`src/rtl/seq_det_pkg.sv`:
```
`default_nettype none
`timescale 1ns/1ps
// ============================================================================
// Module   : seq_det_pkg
// Brief    : Shared helpers and mode encodings for the sequence detector.
// Revision : 1.0 - initial release
// ============================================================================
package seq_det_pkg;

    localparam logic MODE_MEALY = 1'b0;
    localparam logic MODE_MOORE = 1'b1;

    function automatic int clog2(input int value);
        int r;
        r = 0;
        while ((1 << r) < value) r++;
        return r;
    endfunction

    // Width needed to hold a matched-prefix length of 0..pat_len.
    function automatic int state_w(input int pat_len);
        return (clog2(pat_len + 1) < 1) ? 1 : clog2(pat_len + 1);
    endfunction

endpackage
`default_nettype wire

```
`src/rtl/seq_det_next.sv`:
```
`default_nettype none
`timescale 1ns/1ps
// ============================================================================
// Module   : seq_det_next
// Brief    : Combinational longest-prefix (KMP fallback) next-state calculator.
// Revision : 1.0 - initial release
// ============================================================================
module seq_det_next
    import seq_det_pkg::*;
#(
    parameter int PAT_LEN = 4
) (
    input  logic [PAT_LEN-1:0]          i_pattern,
    input  logic [PAT_LEN-2:0]          i_history,
    input  logic [state_w(PAT_LEN)-1:0] i_state,
    input  logic                        i_din,
    input  logic                        i_overlap,
    output logic [state_w(PAT_LEN)-1:0] o_next_state
);

    localparam int                  c_sw   = state_w(PAT_LEN);
    localparam logic [c_sw-1:0]     c_full = c_sw'(PAT_LEN);

    logic [PAT_LEN-1:0] w_seq;
    logic [c_sw-1:0]    w_base;
    logic [PAT_LEN:1]   w_hit;

    assign w_seq  = {i_history, i_din};
    assign w_base = (i_state == c_full && !i_overlap) ? '0 : i_state;

    // A candidate k can never exceed base+1; this also masks stale history bits.
    generate
        for (genvar k = 1; k <= PAT_LEN; k++) begin : g_prefix
            assign w_hit[k] = (w_seq[k-1:0] == i_pattern[PAT_LEN-1 -: k])
                              && ((int'(w_base) + 1) >= k);
        end
    endgenerate

    always_comb begin
        o_next_state = '0;
        for (int k = 1; k <= PAT_LEN; k++) begin
            if (w_hit[k]) o_next_state = c_sw'(k);
        end
    end

endmodule
`default_nettype wire

```
`src/rtl/seq_detector_param.sv`:
```
`default_nettype none
`timescale 1ns/1ps
// ============================================================================
// Module   : seq_detector_param
// Brief    : Programmable serial sequence detector with overlap, Mealy/Moore
//            output, valid qualifier and saturating match counter.
// Revision : 1.0 - initial release
// ============================================================================
module seq_detector_param
    import seq_det_pkg::*;
#(
    parameter int                 PAT_LEN = 4,
    parameter logic [PAT_LEN-1:0] PAT_RST = 4'b1101,
    parameter int                 CNT_W   = 8
) (
    input  logic                        clk,
    input  logic                        rst,
    input  logic                        cfg_load,
    input  logic [PAT_LEN-1:0]          cfg_pattern,
    input  logic                        cfg_overlap,
    input  logic                        cfg_moore,
    input  logic                        din_valid,
    input  logic                        din,
    output logic                        match,
    output logic [CNT_W-1:0]            match_cnt,
    output logic [state_w(PAT_LEN)-1:0] state_o
);

    localparam int              c_sw   = state_w(PAT_LEN);
    localparam logic [c_sw-1:0] c_full = c_sw'(PAT_LEN);

    logic [PAT_LEN-1:0] r_pattern;
    logic               r_overlap;
    logic               r_moore;
    logic [c_sw-1:0]    r_state;
    logic [PAT_LEN-2:0] r_hist;
    logic               r_pulse;
    logic [CNT_W-1:0]   r_cnt;

    logic [c_sw-1:0]    w_next;
    logic [PAT_LEN-1:0] w_seq;

    assign w_seq = {r_hist, din};

    seq_det_next #(
        .PAT_LEN (PAT_LEN)
    ) u_next (
        .i_pattern    (r_pattern),
        .i_history    (r_hist),
        .i_state      (r_state),
        .i_din        (din),
        .i_overlap    (r_overlap),
        .o_next_state (w_next)
    );

    always_ff @(posedge clk or negedge rst) begin
        if (!rst) begin
            r_pattern <= PAT_RST;
            r_overlap <= 1'b1;
            r_moore   <= MODE_MEALY;
            r_state   <= '0;
            r_hist    <= '0;
            r_pulse   <= 1'b0;
            r_cnt     <= '0;
        end else if (cfg_load) begin
            // Load takes priority; any din beat this cycle is dropped.
            r_pattern <= cfg_pattern;
            r_overlap <= cfg_overlap;
            r_moore   <= cfg_moore;
            r_state   <= '0;
            r_hist    <= '0;
            r_pulse   <= 1'b0;
            r_cnt     <= '0;
        end else begin
            r_pulse <= 1'b0;
            if (din_valid) begin
                r_state <= w_next;
                r_hist  <= w_seq[PAT_LEN-2:0];
                if (w_next == c_full) begin
                    r_pulse <= 1'b1;
                    if (r_cnt != {CNT_W{1'b1}}) r_cnt <= r_cnt + CNT_W'(1);
                end
            end
        end
    end

    assign match     = (r_moore == MODE_MOORE) ? (r_state == c_full) : r_pulse;
    assign match_cnt = r_cnt;
    assign state_o   = r_state;

endmodule
`default_nettype wire

```
`config.mk`:
```
export PLATFORM = sky130hd
export DESIGN_NAME = seq_detector_param
export DESIGN_NICKNAME = d
export VERILOG_FILES = /design/src/rtl/seq_det_pkg.sv /design/src/rtl/seq_det_next.sv /design/src/rtl/seq_detector_param.sv
export SDC_FILE = /design/constraint.sdc
export NUM_CORES = 1
export LEC_CHECK = 0
export ABC_AREA = 1
export CORE_MARGIN = 5
export CORE_UTILIZATION = 40
export CTS_CLUSTER_DIAMETER = 150
export DETAILED_ROUTE_END_ITERATION = 6
export GPL_TIMING_DRIVEN = 0
export PLACE_DENSITY = 0.74
export SYNTH_ARGS = -nofsm -noshare
export SYNTH_HDL_FRONTEND = slang
export SYNTH_SLANG_ARGS = --single-unit
export TNS_END_PERCENT = 20
```
`constraint.sdc`:
```
create_clock -name clk -period 2.65 [get_ports clk]
set_input_delay 0.53 -clock clk [delete_from_list [all_inputs] [get_ports clk]]
set_output_delay 0.53 -clock clk [all_outputs]
set_load 0.02 [all_outputs]
```
### Word level (Yosys, flattened, before mapping)

Index checks and enable logic that the tools add are counted.

| operators by class | value |
|---|---|
| add/sub/neg operators | 2 |
| order comparisons | 4 |
| eq/ne operators | 7 |
| mux-type cells | 17 |
| reductions and logical operators | 10 |

Operators by type and width:

| kind | number |
|---|---|
| $ge 32x3->1 const B | 2 |
| $ge 32x2->1 const B | 1 |
| $ge 32x4->1 const B | 1 |
| $mux 8 | 4 |
| $mux 3 | 6 |
| $add 8x1->8 const B | 1 |
| $ne 8x8->1 const B | 1 |
| $eq 3x3->1 const B | 2 |
| $reduce_bool 2->1 | 3 |
| $logic_and 1x1->1 | 5 |
| $mux 1 | 5 |
| $add 3x1->4 const B | 1 |
| $eq 4x4->1 | 1 |
| $mux 2 | 2 |
| $eq 3x3->1 | 1 |
| $reduce_and 3->1 | 1 |
| $eq 2x2->1 | 1 |
| $eq 1x1->1 | 1 |
| $logic_not 1->1 | 1 |

| word-level totals | value |
|---|---|
| flip-flop bits (word level) | 21 |
| logic and storage cells | 47 |

### Longest topological paths before layout

Gate-level depths: netlist of the first run.

| logic depth | value |
|---|---|
| word-level depth | 14 |
| depth in mapped cells | 10 |
| gate-level depth less buffers | 10 |

### Cells and area by module

Synthesis of the first run repeated with hierarchy kept, for this count alone.

| unflattened totals | value |
|---|---|
| cells, all modules | 167 |
| area, all modules | 1286.2 µm² |

By module, submodules not included:

| module | times used | cells each | area an instance (µm²) |
|---|---|---|---|
| seq_detector_param | 1 | 130 | 1054.8 |
| seq_det_next | 1 | 37 | 231.5 |

### Worst setup path before layout of the first run

Ideal clock, no wire load.

| path | value |
|---|---|
| path kind | register to register |
| start point | register r_state[1] (netlist: state_o[1]) |
| end point | register r_cnt[2] (netlist: match_cnt[2]) |
| data arrival time | 1515 ps |
| slack | 1069 ps |
| cell stages (with the launch flop) | 11 |
| period minus slack after synthesis | 1581 ps |
| cell sequence | dfrtp_1 inv_1 ha_1 inv_2 o21ai_4 nand2_1 o21ai_4 nand3_4 nand2_4 nand2_1 nand2_1 |

| on the way | value |
|---|---|
| word-level cells in the longest chain between the ends | 13 |
| elaborated cells on any way between the ends | 19 |
| those cells by class | add/sub: 1; order compare: 4; eq/ne: 2; mux: 5; reduce/logical: 7 |

Ends and longest elaborated chain:

| item | line | RTL |
|---|---|---|
| start, declared | seq_detector_param.sv:35 | `logic [c_sw-1:0] r_state;` |
| start signal, assigned | seq_detector_param.sv:77 | `r_state <= w_next;` |
| $eq 3x3->1 | seq_det_next.sv:29 | `assign w_base = (i_state == c_full && !i_overlap) ? '0 : i_state;` |
| $logic_and 1x1->1 | seq_det_next.sv:29 |  |
| $mux 3 (*) | seq_det_next.sv:29 |  |
| $add 3x1->4 (*) | seq_det_next.sv:35 | `&& ((int'(w_base) + 1) >= k);` |
| $ge 32x2->1 | seq_det_next.sv:35 |  |
| $logic_and 1x1->1 | seq_det_next.sv:35 |  |
| $mux 1 | seq_det_next.sv:42 | `if (w_hit[k]) o_next_state = c_sw'(k);` |
| $mux 2 (2 in series) | seq_det_next.sv:42 |  |
| $mux 3 (*) | seq_det_next.sv:42 |  |
| $eq 3x3->1 (*) | seq_detector_param.sv:79 | `if (w_next == c_full) begin` |
| $reduce_bool 2->1 (no source line) (*) | -- |  |
| $reduce_and 3->1 (no source line) (*) | -- |  |
| end signal, assigned | seq_detector_param.sv:81 | `if (r_cnt != {CNT_W{1'b1}}) r_cnt <= r_cnt + CNT_W'(1);` |
| end, declared | seq_detector_param.sv:38 | `logic [CNT_W-1:0] r_cnt;` |

Every way passes the cells marked *; elsewhere a longest branch is shown, timed or not.
A chain may end at the register's enable or synchronous reset.

### Final worst setup path of the first run

| path | value |
|---|---|
| start point | register r_state[1] (netlist: state_o[1]) |
| end point | output match |

| on the way | value |
|---|---|
| word-level cells in the longest chain between the ends | 2 |

Ends and longest elaborated chain:

| item | line | RTL |
|---|---|---|
| $eq 3x3->1 | seq_detector_param.sv:87 | `assign match = (r_moore == MODE_MOORE) ? (r_state == c_full) : r_pulse;` |
| $mux 1 | seq_detector_param.sv:87 |  |
| end, declared | seq_detector_param.sv:24 | `output logic match,` |

No other way between the ends.

==> results.py, run 1 <==
metrics = {
    "floorplanning": {
        "dieArea_um2": 4430,
        "initial_core_util_pct": 42.0,
        "core_area_um2": 3050,
        "io-pin-count": 23,
        "rows": 20,
        "die_height_um": 66.6,
        "dieWidth_um": 66.6,
    },
    "worst_setup_path": {
        "cp.arrival_ps": 1810,
        "worstSetupStartpoint": "state_o[1]",
        "r2r-start": "state_o[1]",
        "cp_max_fo": 6,
        "path_class": "flip-flop to output pin",
        "critical_path_required_ps": 2120,
        "cp-end-kind": "output pin",
        "worstSetupStartpointType": "flip-flop",
    },
    "synth": {
        "syn_inst": 166,
        "synth_area_um2": 1280,
        "ys_types": 27,
        "synth-seq-cells": 21,
        "synth_nets": 181,
        "ys_top_cells_by_area": "dfrtp_1 (33%), nand2_1 (16%), dfstp_2 (8.2%)",
        "ys_warn_count": 0,
        "yosys.area.top_type": "dfrtp_1",
        "syn_area_per_cell_um2": 7.72,
        "seq_area_frac_synth_pct": 41.4,
        "synth_top_area_share_pct": 33.2,
    },
    "job": {
        "maxCapViolCount": 0,
    },
    "sta": {
        "max_clock_freq_mhz": 427,
        "worst_hold_slack_ps": 472,
        "worst_pin_slew_ps": 920,
        "setup_viol": 0,
        "min_period_ps": 2340,
        "setup_tns_ps": 0,
        "slew_viol_final": 0,
        "slew_headroom_pct": 38.5,
        "post-route-period-util_pct": 88.3,
        "clock_skew_ps": 3.17,
        "hold_viol": 0,
        "rsz0062_at_grt": "false",
    },
    "worst_hold_path": {
        "min_path_type": "input pin to flip-flop",
        "min_from": "din",
    },
    "pwr": {
        "powerDensity_nw_per_um2": 413,
        "p_leak_nw": 0.719,
        "worst_ir_drop_vdd_mv": 0.197,
    },
    "cts": {
        "root_buffer": "clkbuf_4",
        "clock_latency_ps": 310,
        "clk_pin_slew_ps": 110,
        "cts_made_buffers": 3,
        "tritoncts": "yes",
        "post_cts_buffers": 0,
        "cts.path.max_buffers": 2,
        "cts.repair.resized": 0,
        "clock-sinks": 21,
        "htree_levels": 1,
        "hold_buffers": 0,
    },
    "route": {
        "avgRoutedWirePerCell_um": 11.1,
        "drc": 0,
        "drt_first_pass_iters": 4,
        "routed_via_density": 4.72,
        "drt-total-wl_um": 2610,
        "via_count": 1110,
        "ant_nets": 0,
        "drt_iter0_markers": 41,
    },
    "global_routing": {
        "antenna_found_initial": 0,
        "grt_pass1_wl_um": 4560,
        "grt_max_degree": 22,
        "grt_pass1_vias": 1024,
        "overflow": 0,
        "grt_usage_pct": 13.5,
    },
    "place": {
        "dp_hpwl_um": 1940,
        "post_dp_cell_area_um2": 1550,
        "port_buffers": 21,
        "gp_congestion": 0.837,
    },
    "layout": {
        "drive_gt1_share_pct": 9.42,
        "fill_cells": 313,
        "regArea_um2": 531,
        "area.growth.synth_to_final_pct": 22.8,
        "design_area_um2": 1570,
        "insertedDiodeCount": 0,
        "most-common-layout-cells": "nand2_1 (56), clkdlybuf4s50_1 (21), inv_1 (17), dfrtp_1 (17), nor2_1 (16)",
        "multiInputGateArea_um2": 657,
        "final_common_cell": "nand2_1",
        "nets": 207,
    },
    "run_status": {
        "status": "complete, no violations",
    },
}
==> flip-flops by register name (all words and copies together) (netlist names) <==
signal	count
match_cnt	8
state_o	3
r_hist	3
r_overlap	1
r_moore	1
r_pattern	4
r_pulse	1
==> path summary, 6_finish.rpt <==
kind | end | slack, ps | depth (start not counted)
max in group asynchronous | state_o[1] | 1370 | 1
worst max-delay path | match | 310 | 5
min in group asynchronous | r_pattern[1] | 730 | 1
worst min register to register | r_pattern[0] | 490 | 2
worst max register to register | match_cnt[5] | 950 | 10
worst min-delay path | r_hist[0] | 470 | 3
==> stage by stage <==
stage                     cells  power, mW  utilization [%]  setup slack (ps)
after floorplan             166      0.446                -              1070
after global placement      231      0.495             50.7               466
after detailed placement    231      0.499             50.7               453
after CTS                   235      0.659             51.5               280
after global routing        235      0.688             51.5               193
final                       235      0.649             51.5               309
==> per-layer routing <==
metal / GRT usage [%] / up-vias / part of all wire (%)
li1: - / 568 / -
met1: 17.5 / 511 / 49
met2: 21.7 / 27 / 45
met3: 1.18 / 4 / 3.8
met4: 8.38 / 0 / 2.8
met5: 0 / - / 0
==> power by group <==
group	total (mW)	internal, mW	switching, mW
clock	0.158	0.0588	0.0988
sequential	0.363	0.342	0.0209
combinational	0.129	0.0583	0.0708
==> critical path: stages (launching register included) <==
cell and delay (ps):
dfrtp_1 450, inv_1 100, ha_1 210, nand3_1 90, nand2_1 60, clkdlybuf4s50_1 590
==> area by class of cell <==
cell class                 count  area share [%]
timing repair buffer          21            13.4
buffer                         4            1.43
inverter                      19            4.53
multi-input combinational    122            41.8
tap                           44            3.50
clock buffer                   4            1.67
sequential                    21            33.7
==> synth_stat cells <==
master and number:
nand3_4 1, nor3_1 2, clkbuf_1 3, buf_6 1
nand4_2 1, o211ai_1 1, a21oi_1 2, o21ai_1 1
a21oi_2 1, dfstp_2 4, nand2_2 1, o21ai_4 2
o21ai_0 5, nand4_1 1, nor2_4 1, a21boi_1 1
nor2_1 16, o22ai_1 2, nand2_4 1, inv_2 2
dfrtp_1 17, inv_1 17, nand3_1 13, xnor2_1 6
ha_1 4, nand2_1 56, xor2_1 4
==> kinds of logic after synthesis <==
logic type | count (synthesis) | share of synthesized area, %
flops | 21 | 41.4
simple gates | 93 | 32.0
fa+ha+maj | 4 | 3.91
xor+xnor | 10 | 6.84
buf+inv | 23 | 7.32
compound gates | 15 | 8.50
Note: power is estimated with default switching activity, not from simulation.
==> inputs of run 2 (changes only) <==
Settings changed: CORE_ASPECT_RATIO set to 0.7, SLEW_MARGIN set to 10.
==> results.py, run 2 (synthesized netlist as in run 1, its figures left out) <==
metrics = {
    "run_status": {
        "status": "complete, no violations",
    },
    "place": {
        "port_buffers": 21,
        "gp_congestion": 0.776,
        "dp_hpwl_um": 2000,
        "dp_slack_ps": 516,
    },
    "global_routing": {
        "grt_pass1_vias": 982,
        "use_met2_pct": 18.7,
        "grt-busiest-layer": "met2",
        "grt_use_met1_pct": 18.3,
        "use_met3_pct": 3.63,
        "grt_usage_pct": 12.8,
        "grt_pass1_wl_um": 4530,
        "overflow": 0,
        "antenna_found_initial": 0,
        "grt_max_degree": 22,
    },
    "cts": {
        "cts_made_buffers": 3,
        "clk_pin_slew_ps": 70,
        "clock-sinks": 21,
        "clock_latency_ps": 260,
        "root_buffer": "clkbuf_8",
        "cts.path.max_buffers": 2,
        "tritoncts": "yes",
        "cts.repair.resized": 0,
        "post_cts_buffers": 0,
        "hold_buffers": 0,
        "htree_levels": 1,
    },
    "worst_hold_path": {
        "min_path_type": "flip-flop to flip-flop",
    },
    "sta": {
        "setup_viol": 0,
        "rsz0062_at_grt": "false",
        "hold_viol": 0,
        "clock_skew_ps": 2.78,
        "setup_tns_ps": 0,
        "min_period_ps": 2280,
        "max_clock_freq_mhz": 439,
        "worst_slack_ps": 372,
        "slew_viol_final": 0,
        "slew_headroom_pct": 37.4,
        "post-route-period-util_pct": 86.0,
        "worst_pin_slew_ps": 936,
    },
    "floorplanning": {
        "rows": 17,
        "die_height_um": 57.4,
        "initial_core_util_pct": 41.3,
        "dieArea_um2": 4450,
        "io-pin-count": 23,
        "core_area_um2": 3110,
        "dieWidth_um": 77.6,
    },
    "route": {
        "drt-total-wl_um": 2670,
        "drc": 0,
        "ant_nets": 0,
        "drt_iter0_markers": 77,
        "avgRoutedWirePerCell_um": 11.7,
        "via_count": 1085,
        "drt_first_pass_iters": 4,
        "routed_via_density": 4.74,
    },
    "worst_setup_path": {
        "cp_max_fo": 6,
        "path_class": "flip-flop to output pin",
        "cp-end-kind": "output pin",
        "worstSetupStartpointType": "flip-flop",
        "rrSetupSlack_ps": 950,
        "cp.arrival_ps": 1750,
        "critical_path_required_ps": 2120,
    },
    "layout": {
        "regArea_um2": 531,
        "fill_cells": 304,
        "most-common-layout-cells": "nand2_1 (56), clkdlybuf4s50_1 (21), inv_1 (17), dfrtp_1 (17), nor2_1 (16)",
        "final_common_cell": "nand2_1",
        "multiInputGateArea_um2": 657,
        "nets": 207,
        "largest_register_ffs": 8,
        "insertedDiodeCount": 0,
        "drive_gt1_share_pct": 9.42,
        "area.growth.synth_to_final_pct": 23.6,
    },
    "pwr": {
        "worst_ir_drop_vdd_mv": 0.310,
        "powerDensity_nw_per_um2": 442,
        "p_leak_nw": 0.727,
    },
    "job": {
        "maxCapViolCount": 0,
    },
}
[run 2: changes by cell type in the layout (fill, tap and decap cells not counted)]
cell	previous run	this run
clkbuf_8	0	3
clkbuf_4	3	0
[run 2: final timing paths]
check | start | to | depth (start not counted)
worst min register to register | r_pattern[0] | r_pattern[0] | 2
worst max register to register | state_o[1] | match_cnt[3] | 10
worst min-delay path | r_pattern[0] | r_pattern[0] | 2
min in group asynchronous | rst | state_o[2] | 1
worst max-delay path | state_o[1] | match | 5
max in group asynchronous | rst | r_hist[1] | 1
[run 2: area by class of cell]
| class | count | share of cell area (%) |
|---|---|---|
| clock buffer | 4 | 2.84 |
| sequential | 21 | 33.5 |
| tap | 38 | 3.00 |
| buffer | 4 | 1.42 |
| multi-input combinational | 122 | 41.5 |
| timing repair buffer | 21 | 13.3 |
| inverter | 19 | 4.50 |
[run 2: stage by stage]
step	cell area, µm²	utilization (%)	cells	hold WS (ps)	power, mW
6_report	1580	51.0	229	485	0.701
5_1_grt	1580	51.0	229	506	0.741
4_1_cts	1580	51.0	229	482	0.711
3_5_place_dp	1540	49.6	225	471	0.498
3_3_place_gp	1540	49.6	225	470	0.495
2_1_floorplan	1280	-	166	234	0.446
[run 2: worst max-delay path, stage by stage (launching register included)]
cell and delay, ps:
dfrtp_1 440, inv_1 100, ha_1 200, nand3_1 90, nand2_1 60, clkdlybuf4s50_1 590
[run 2: per-layer routing]
metal,routed length [µm],vias up
met5,0,-
met1,1260,477
met3,260,4
li1,-,567
met2,1120,37
met4,32,0
[run 2: power by group]
| part | internal, mW | total (mW) | switching (mW) |
|---|---|---|---|
| logic | 0.0579 | 0.128 | 0.0702 |
| clock network | 0.107 | 0.210 | 0.102 |
| registers | 0.342 | 0.363 | 0.0211 |
| total | 0.507 | 0.701 | 0.194 |
==> inputs of run 3 (changes only) <==
Settings changed: ABC_AREA 1 to not set, CTS_CLUSTER_DIAMETER 150 to 30.
==> results.py, run 3 <==
metrics = {
    "run_status": {
        "status": "complete, no violations",
    },
    "sta": {
        "min_period_ps": 2360,
        "setup_tns_ps": 0,
        "max_clock_freq_mhz": 423,
        "rsz0062_at_grt": "false",
        "clock_skew_ps": 3.99,
        "worst_pin_slew_ps": 940,
        "slew_viol_final": 0,
        "setup_viol": 0,
        "worst_slack_ps": 287,
        "hold_viol": 0,
        "slew_headroom_pct": 37.1,
        "post-route-period-util_pct": 89.2,
    },
    "layout": {
        "nets": 159,
        "area.growth.synth_to_final_pct": 23.4,
        "largest_register_ffs": 8,
        "stdcell_count": 179,
        "fill_cells": 259,
        "final_common_cell": "clkdlybuf4s50_1",
        "design_area_um2": 1540,
        "regArea_um2": 531,
        "most-common-layout-cells": "clkdlybuf4s50_1 (20), dfrtp_1 (17), nand2_1 (10)",
        "insertedDiodeCount": 0,
        "multiInputGateArea_um2": 652,
        "drive_gt1_share_pct": 16.1,
    },
    "synth": {
        "ys_top_cells_by_area": "dfrtp_1 (34%), dfstp_2 (8.4%), mux2_2 (5.4%)",
        "syn_area_per_cell_um2": 10.5,
        "ys_warn_count": 0,
        "syn_inst": 119,
        "seq_area_frac_synth_pct": 42.6,
        "synth_edf_count": 0,
        "yosys.area.top_type": "dfrtp_1",
        "synth_area_um2": 1240,
        "synthTopCellsByCount": "dfrtp_1 (17), nand2_1 (10), nor2_1 (9), a21oi_1 (8)",
        "synth-seq-cells": 21,
        "async_flop_share_pct": 100,
        "synth_top_area_share_pct": 34.2,
        "synthFlopType": "dfrtp_1",
        "ys_types": 42,
        "synth_nets": 134,
        "synth_most_common_cell": "dfrtp_1",
    },
    "place": {
        "post_dp_cell_area_um2": 1490,
        "dp_hpwl_um": 1980,
        "port_buffers": 20,
        "gp_congestion": 0.797,
        "placed_cells": 175,
        "dp_slack_ps": 395,
    },
    "route": {
        "drt-total-wl_um": 2700,
        "avgRoutedWirePerCell_um": 15.1,
        "ant_nets": 0,
        "drt_iter0_markers": 32,
        "drt_first_pass_iters": 4,
        "via_count": 949,
        "routed_via_density": 5.30,
        "drc": 0,
    },
    "cts": {
        "cts.path.max_buffers": 2,
        "root_buffer": "clkbuf_8",
        "clock_latency_ps": 260,
        "cts.repair.resized": 0,
        "post_cts_buffers": 0,
        "clk_pin_slew_ps": 70,
        "clock-sinks": 21,
        "tritoncts": "yes",
        "hold_buffers": 0,
        "htree_levels": 1,
        "cts_made_buffers": 3,
    },
    "worst_setup_path": {
        "critical_path_required_ps": 2120,
        "cp-end-kind": "output pin",
        "slowest_delay_ps": 630,
        "path_class": "flip-flop to output pin",
        "worstSetupStartpointType": "flip-flop",
        "cpMaxStageDelayCell": "clkdlybuf4s50_1",
        "crit_path_cell_trace": "inv_1 > ha_1 > nand3_1 > o21ai_0 > clkdlybuf4s50_1",
        "cp.arrival_ps": 1830,
        "cp_max_fo": 5,
    },
    "pwr": {
        "finalPower_mw": 0.663,
        "powerDensity_nw_per_um2": 432,
        "p_leak_nw": 0.640,
        "worst_ir_drop_vdd_mv": 0.341,
    },
    "floorplanning": {
        "die_height_um": 56.7,
        "core_area_um2": 2880,
        "dieArea_um2": 4350,
        "initial_core_util_pct": 43.2,
        "io-pin-count": 23,
        "rows": 16,
        "dieWidth_um": 76.7,
    },
    "job": {
        "maxCapViolCount": 0,
    },
    "global_routing": {
        "grt_usage_pct": 13.4,
        "use_met2_pct": 20.6,
        "use_met3_pct": 4.31,
        "overflow": 0,
        "grt_pass1_wl_um": 4680,
        "grt-busiest-layer": "met2",
        "grt_pass1_vias": 1014,
        "grt_max_degree": 22,
        "antenna_found_initial": 0,
        "grt_use_met1_pct": 17.1,
    },
    "worst_hold_path": {
        "min_path_type": "flip-flop to flip-flop",
    },
}
==> run 3: area by class of cell <==
type | instances | area share (%)
multi-input cells | 85 | 42.4
flip-flops and latches | 21 | 34.5
repair buffers | 20 | 13.0
well taps | 36 | 2.93
clock buffers | 3 | 2.69
plain buffers | 6 | 2.36
inverters | 7 | 1.71
clock inverters | 1 | 0.326
==> run 3: through the flow <==
step	hold slack [ps]	util [%]
floorplan	234	-
global placement	516	51.7
detailed placement	538	51.7
CTS	553	53.3
global route	582	53.3
finish	547	53.3
==> run 3: logic make-up after synthesis <==
kind of cell	Yosys count	share of synthesized area [%]
AND/OR/NAND/NOR	39	18.3
adder cells (fa/ha/maj)	4	4.02
XOR/XNOR	11	8.94
multiplexers	10	8.74
flip-flops	21	42.6
AO/OA/AOI/OAI	21	12.4
buffers and inverters	13	5.03
==> run 3: critical path: cells and delay by family (launching register included) <==
| family | cells | cell delay (ps) |
|---|---|---|
| AND/OR/NAND/NOR | 1 | 80 |
| AO/OA/AOI/OAI | 1 | 100 |
| flip-flops | 1 | 420 |
| buffers and inverters | 2 | 770 |
| adder cells (fa/ha/maj) | 1 | 190 |
==> run 3: power by group <==
part / leakage (nW) / switching [mW] / internal (mW)
Combinational: 0.341 / 0.0529 / 0.0486
Clock: 0.0255 / 0.106 / 0.105
Sequential: 0.273 / 0.0136 / 0.338
Total: 0.640 / 0.172 / 0.491
==> run 3: path summary, 6_finish.rpt <==
kind / start / end / slack, ps / cells after the start
worst max register to register: match_cnt[0] / match_cnt[7] / 510 / 6
min in group asynchronous: rst / match_cnt[1] / 790 / 1
worst min-delay path: r_moore / r_moore / 550 / 1
worst max-delay path: state_o[1] / match / 290 / 5
max in group asynchronous: rst / match_cnt[6] / 1290 / 1
worst min register to register: r_moore / r_moore / 550 / 1
==> run 3: layer usage <==
layer / vias to the layer above / routed length, µm
li1: 460 / -
met1: 453 / 1250
met2: 32 / 1270
met3: 4 / 153
met4: 0 / 26
met5: - / 0
